`config.mk`:
```
export PLATFORM = sky130hd
export DESIGN_NAME = traffic_phase_scheduler
export DESIGN_NICKNAME = d
export VERILOG_FILES = /design/src/rtl/traffic_phase_scheduler.sv
export SDC_FILE = /design/constraint.sdc
export NUM_CORES = 1
export LEC_CHECK = 0
export ABC_AREA = 1
export BUFFER_PORTS_ARGS = -buffer_cell sky130_fd_sc_hd__buf_2
export CORE_MARGIN = 2
export CORE_UTILIZATION = 49
export CTS_CLUSTER_SIZE = 20
export DETAILED_ROUTE_END_ITERATION = 12
export PLACE_DENSITY = 0.8
export SYNTH_ARGS = -nofsm -noshare
export SYNTH_HDL_FRONTEND = slang
export SYNTH_SLANG_ARGS = --single-unit
```
`constraint.sdc`:
```
create_clock -name clk -period 1.7 [get_ports clk]
set_input_delay 0.085 -clock clk [delete_from_list [all_inputs] [get_ports clk]]
set_output_delay 0.085 -clock clk [all_outputs]
set_load 0.02 [all_outputs]
```
`src/rtl/traffic_phase_scheduler.sv`:
```
// traffic_phase_scheduler
// Two-road intersection light sequencer. Road A and road B take turns through
// green, yellow and all-red phases. A per-phase cycle counter enforces the
// minimum and maximum green times. An optional pedestrian WALK phase can be
// inserted after an all-red clearance.
//
// Optional feature macro: PED_WALK_EN
//   defined   : pedestrian latch, WALK phase, walk/ped_ack outputs active
//   undefined : ped_req ignored, walk/ped_ack tied low, all-red always hands
//               over to the opposing green
//
// Ports
//   clk      in   rising-edge clock
//   rst      in   synchronous active-high reset
//   carA     in   car waiting on road A (level)
//   carB     in   car waiting on road B (level)
//   ped_req  in   pedestrian request pulse (latched)
//   lightA   out  road A lamps, 001 green / 010 yellow / 100 red
//   lightB   out  road B lamps, same encoding
//   walk     out  pedestrian walk lamp
//   ped_ack  out  one-cycle pulse on the first WALK cycle
//   phase    out  current state code
module traffic_phase_scheduler #(
  parameter int GREEN_MIN  = 4,
  parameter int GREEN_MAX  = 10,
  parameter int YELLOW_LEN = 2,
  parameter int ALLRED_LEN = 1,
  parameter int WALK_LEN   = 6
) (
  input  logic       clk,
  input  logic       rst,
  input  logic       carA,
  input  logic       carB,
  input  logic       ped_req,
  output logic [2:0] lightA,
  output logic [2:0] lightB,
  output logic       walk,
  output logic       ped_ack,
  output logic [2:0] phase
);

  localparam logic [2:0] S_A_GREEN  = 3'd0;
  localparam logic [2:0] S_A_YELLOW = 3'd1;
  localparam logic [2:0] S_A_ALLRED = 3'd2;
  localparam logic [2:0] S_B_GREEN  = 3'd3;
  localparam logic [2:0] S_B_YELLOW = 3'd4;
  localparam logic [2:0] S_B_ALLRED = 3'd5;
  localparam logic [2:0] S_WALK     = 3'd6;

  localparam logic [2:0] LAMP_GREEN  = 3'b001;
  localparam logic [2:0] LAMP_YELLOW = 3'b010;
  localparam logic [2:0] LAMP_RED    = 3'b100;

  localparam logic [7:0] GMIN_M1 = 8'(GREEN_MIN - 1);
  localparam logic [7:0] GMAX_M1 = 8'(GREEN_MAX - 1);
  localparam logic [7:0] YEL_M1  = 8'(YELLOW_LEN - 1);
  localparam logic [7:0] ARED_M1 = 8'(ALLRED_LEN - 1);

  logic [2:0] state_q, state_d;
  logic [7:0] cnt_q, cnt_d;
  logic       ped_pend;

`ifdef PED_WALK_EN
  localparam logic [7:0] WALK_M1 = 8'(WALK_LEN - 1);

  // after_walk_b_q: 1 = resume at B_GREEN, 0 = resume at A_GREEN
  logic ped_pend_q, ped_pend_d;
  logic after_walk_b_q, after_walk_b_d;

  assign ped_pend = ped_pend_q;

  always_comb begin
    ped_pend_d     = ped_pend_q;
    after_walk_b_d = after_walk_b_q;
    if (ped_req && state_q != S_WALK) ped_pend_d = 1'b1;
    // Entering WALK serves the request; a request on that same edge is lost.
    if (state_d == S_WALK && state_q != S_WALK) ped_pend_d = 1'b0;
    if (state_q == S_A_ALLRED && state_d == S_WALK) after_walk_b_d = 1'b1;
    if (state_q == S_B_ALLRED && state_d == S_WALK) after_walk_b_d = 1'b0;
  end

  always_ff @(posedge clk) begin
    if (rst) begin
      ped_pend_q     <= 1'b0;
      after_walk_b_q <= 1'b1;
    end else begin
      ped_pend_q     <= ped_pend_d;
      after_walk_b_q <= after_walk_b_d;
    end
  end

  assign walk    = (state_q == S_WALK);
  assign ped_ack = (state_q == S_WALK) && (cnt_q == 8'd0);
`else
  logic ped_unused;
  assign ped_unused = ped_req | (S_WALK == 3'd0) | (WALK_LEN == 0);
  assign ped_pend   = 1'b0;
  assign walk       = 1'b0;
  assign ped_ack    = 1'b0;
`endif

  always_comb begin
    state_d = state_q;
    case (state_q)
      // A green yields early to a lone B car or a pending pedestrian, and
      // is forced off at the max time if B is waiting at all.
      S_A_GREEN:
        if ((cnt_q >= GMIN_M1 && ((carB && !carA) || ped_pend)) ||
            (cnt_q >= GMAX_M1 && carB))
          state_d = S_A_YELLOW;
      S_B_GREEN:
        if ((cnt_q >= GMIN_M1 && ((carA && !carB) || ped_pend)) ||
            (cnt_q >= GMAX_M1 && carA))
          state_d = S_B_YELLOW;
      S_A_YELLOW: if (cnt_q == YEL_M1) state_d = S_A_ALLRED;
      S_B_YELLOW: if (cnt_q == YEL_M1) state_d = S_B_ALLRED;
`ifdef PED_WALK_EN
      S_A_ALLRED: if (cnt_q == ARED_M1) state_d = ped_pend ? S_WALK : S_B_GREEN;
      S_B_ALLRED: if (cnt_q == ARED_M1) state_d = ped_pend ? S_WALK : S_A_GREEN;
      S_WALK:     if (cnt_q == WALK_M1) state_d = after_walk_b_q ? S_B_GREEN : S_A_GREEN;
`else
      S_A_ALLRED: if (cnt_q == ARED_M1) state_d = S_B_GREEN;
      S_B_ALLRED: if (cnt_q == ARED_M1) state_d = S_A_GREEN;
`endif
      default:    state_d = S_A_GREEN;
    endcase
  end

  // Counter restarts on any state change and otherwise saturates at 255.
  always_comb begin
    if (state_d != state_q)  cnt_d = 8'd0;
    else if (cnt_q != 8'hFF) cnt_d = cnt_q + 8'd1;
    else                     cnt_d = cnt_q;
  end

  always_ff @(posedge clk) begin
    if (rst) begin
      state_q <= S_A_GREEN;
      cnt_q   <= 8'd0;
    end else begin
      state_q <= state_d;
      cnt_q   <= cnt_d;
    end
  end

  always_comb begin
    lightA = LAMP_RED;
    lightB = LAMP_RED;
    case (state_q)
      S_A_GREEN:  lightA = LAMP_GREEN;
      S_A_YELLOW: lightA = LAMP_YELLOW;
      S_B_GREEN:  lightB = LAMP_GREEN;
      S_B_YELLOW: lightB = LAMP_YELLOW;
      default:    ;
    endcase
  end

  assign phase = state_q;

endmodule

```
==> impl_metrics.ini <==
[placement]
port_buffers = 12
place_hpwl_mm = 1.20
placed_cells_incl_taps = 144
gp_congestion = 0.901

[sta]
slew_headroom = 0.665
skew_ns = 0.00940
holdWs_ns = 0.00386
slew_viol_final = 0
rsz0062_at_grt = yes
fmax_mhz = 603
hold_violations = 0
final_min_period_over_clock_period = 0.975
worst_slew_pin_slew_ns = 0.497
finalSetupViolations = 0
fin_crit_ns = 1.66

[route]
drt-initial-drc-count = 30
vias_per_cell = 5.38
num_vias = 823
finalWirelength_mm = 1.89
dr.pass1.iters = 4
ant_nets = 0
wire_per_inst_um = 12.3
remaining_drc_errors = 0

[worst_setup_path]
worstSetupPathType = flop to flop
start_kind = flop
arrival_ns = 1.87
worst_ep_required_time_ns = 1.91
cp_max_fo = 8
end_kind = flop

[final_layout]
layout-drive-gt1-share = 0.423
syn_to_final_growth_pct = 35.8
fin_cells = 153
antenna_cells = 0
nets = 146

[synthesis]
synth_edf_count = 0
yosysUniqueCellTypes = 23
avgSynthCellArea_um2 = 6.72
synth_ff_type = dfxtp_1
netlist_area_um2 = 766
ys_top_cells_by_area = dfxtp_1 29%, nor2_1 11%, nand2_1 9.8%, inv_1 9.3%, nand3_1 5.9%
synth_area_leader_cell = dfxtp_1
netlist.area_leader.share = 0.288
yosysSeqAreaShare = 0.288
ys_warn_count = 0
syn_inst = 114
yosys-top-cells-count = 22 x nor2_1, 20 x nand2_1, 19 x inv_1, 11 x dfxtp_1, 9 x nand3_1
ys_ff_latch = 11
synthArstFlopShare = 0
synth_most_common_cell = nor2_1

[global_route]
grt_pass1_wl_mm = 2.84
grt_start_max_net_pins = 9
grt_pass1_vias = 702
grt_antenna_before_repair = 0
grtUsageTotal = 0.200
grt_remaining_overflow = 0

[clocking]
cts_root_buf = clkbuf_4
htreeDepth = 1
cts_hold_buffers = 0
path_clk_slew_ns = 0.09
clock_sinks = 11
numCtsBuffers = 3
cts_tree = yes
clk_path_buf_depth = 2
insertion_delay_ns = 0.28

[run]
drv_cap = 0

[floorplan]
die_y_um = 43.5
ios = 16
die_width_um = 43.5
coreArea_um2 = 1490
dieArea_um2 = 1890
std_cell_rows = 14
start_util = 0.514

[power_and_ir_drop]
peakVddDrop_uv = 816
static-leakage-power_nw = 0.471
power.density_nw_per_um2 = 1410
p_total_mw = 1.46

[outcome]
status = complete, no violations

[worst_hold_path]
hold_path.class = primary input to flop
[routing by layer]
| metal | GRT usage | vias to the layer above | share of wire |
|---|---|---|---|
| met5 | 0 | - | 0 |
| met4 | 0.0667 | 0 | 0.011 |
| met3 | 0.0708 | 2 | 0.064 |
| met2 | 0.343 | 30 | 0.55 |
| met1 | 0.232 | 384 | 0.38 |
| li1 | - | 407 | - |
[worst max-delay path, stage by stage, from the launching register on]
cell and delay, ns:
dfxtp_4 0.39, inv_6 0.05, ha_4 0.15, inv_2 0.05, nand3_2 0.07, nand2_2 0.07, nand2_2 0.07, nand2_2 0.10
nand3_4 0.09, nand2_4 0.12, nor2_4 0.04, nand2_2 0.07, nand4_4 0.18, nor2_2 0.16
[through the flow]
step | setup slack (ns) | setup TNS, ns | util | area, µm²
2_1_floorplan | 0.0864 | 0 | - | 769
5_1_grt | -0.0664 | -0.291 | 0.698 | 1040
3_3_place_gp | 0.0564 | 0 | 0.576 | 857
3_5_place_dp | 0.0122 | 0 | 0.576 | 857
6_report | 0.0421 | 0 | 0.698 | 1040
4_1_cts | 0.00589 | 0 | 0.603 | 897
[report_power, final]
group          internal [mW]  total [mW]  switching (mW)
registers              0.317       0.402          0.0849
clock network         0.0873       0.191           0.104
logic                  0.371       0.870           0.498
[layout by cell type (no fill, tap or decap)]
cell	netlist	routed
o21ai_2	2	1
dfxtp_4	0	2
clkinv_2	0	1
inv_4	0	1
nor2_2	1	5
conb_1	1	2
nand3_2	1	1
nand2_4	0	2
o21ai_0	3	3
nor2_4	1	2
inv_1	19	14
nand2_1	20	16
buf_4	2	8
dfxtp_1	11	6
nand3_4	0	1
nor3_4	1	1
o21bai_2	0	1
nand3_1	9	8
nand4_4	1	1
inv_6	0	1
nor4_1	1	1
ha_4	0	3
a21oi_1	2	2
nand4_1	4	4
inv_2	0	3
nor2_1	22	17
a31oi_1	1	1
buf_2	0	12
clkbuf_4	0	3
a32oi_1	1	1
xor2_1	4	4
o21ai_4	0	1
nand2_2	3	5
dfxtp_2	0	3
[sequential cells by signal, summed over array words and instances, names as in the netlist]
name and cells:
cnt_q 8, phase 3
[kinds of logic after synthesis]
| logic type | Yosys count | synth area share |
|---|---|---|
| other cells | 1 | 0.00490 |
| simple gates | 64 | 0.415 |
| buf+inv | 21 | 0.113 |
| flops | 11 | 0.288 |
| fa+ha+maj | 3 | 0.0490 |
| compound gates | 10 | 0.0850 |
| xor+xnor | 4 | 0.0457 |
[path summary, 6_finish.rpt]
| check | from | to | slack (ns) | depth (start not counted) |
|---|---|---|---|---|
| worst max-delay path | cnt_q[1] | cnt_q[3] | 0.04 | 13 |
| worst min-delay path | rst | phase[0] | 0.004 | 2 |
| worst max register to register | cnt_q[1] | cnt_q[3] | 0.04 | 13 |
| worst min register to register | cnt_q[5] | cnt_q[5] | 0.57 | 2 |
[cell type report]
type                    count  area, µm²
clock buffers               3       22.5
clock inverters             1       5.00
fillers                   118        449
inverters                  19       78.8
multi-input cells          83        562
flip-flops and latches     11        231
well taps                  16       20.0
repair buffers             20        120
[what timing repair did]
action / 4_1_cts / 5_1_grt
buffers inserted: 0 / 5
pin swaps: 3 / 13
setup endpoints to repair: 8 / 8
gates resized for setup: 7 / 30
Power figures use the tool's default switching activity.
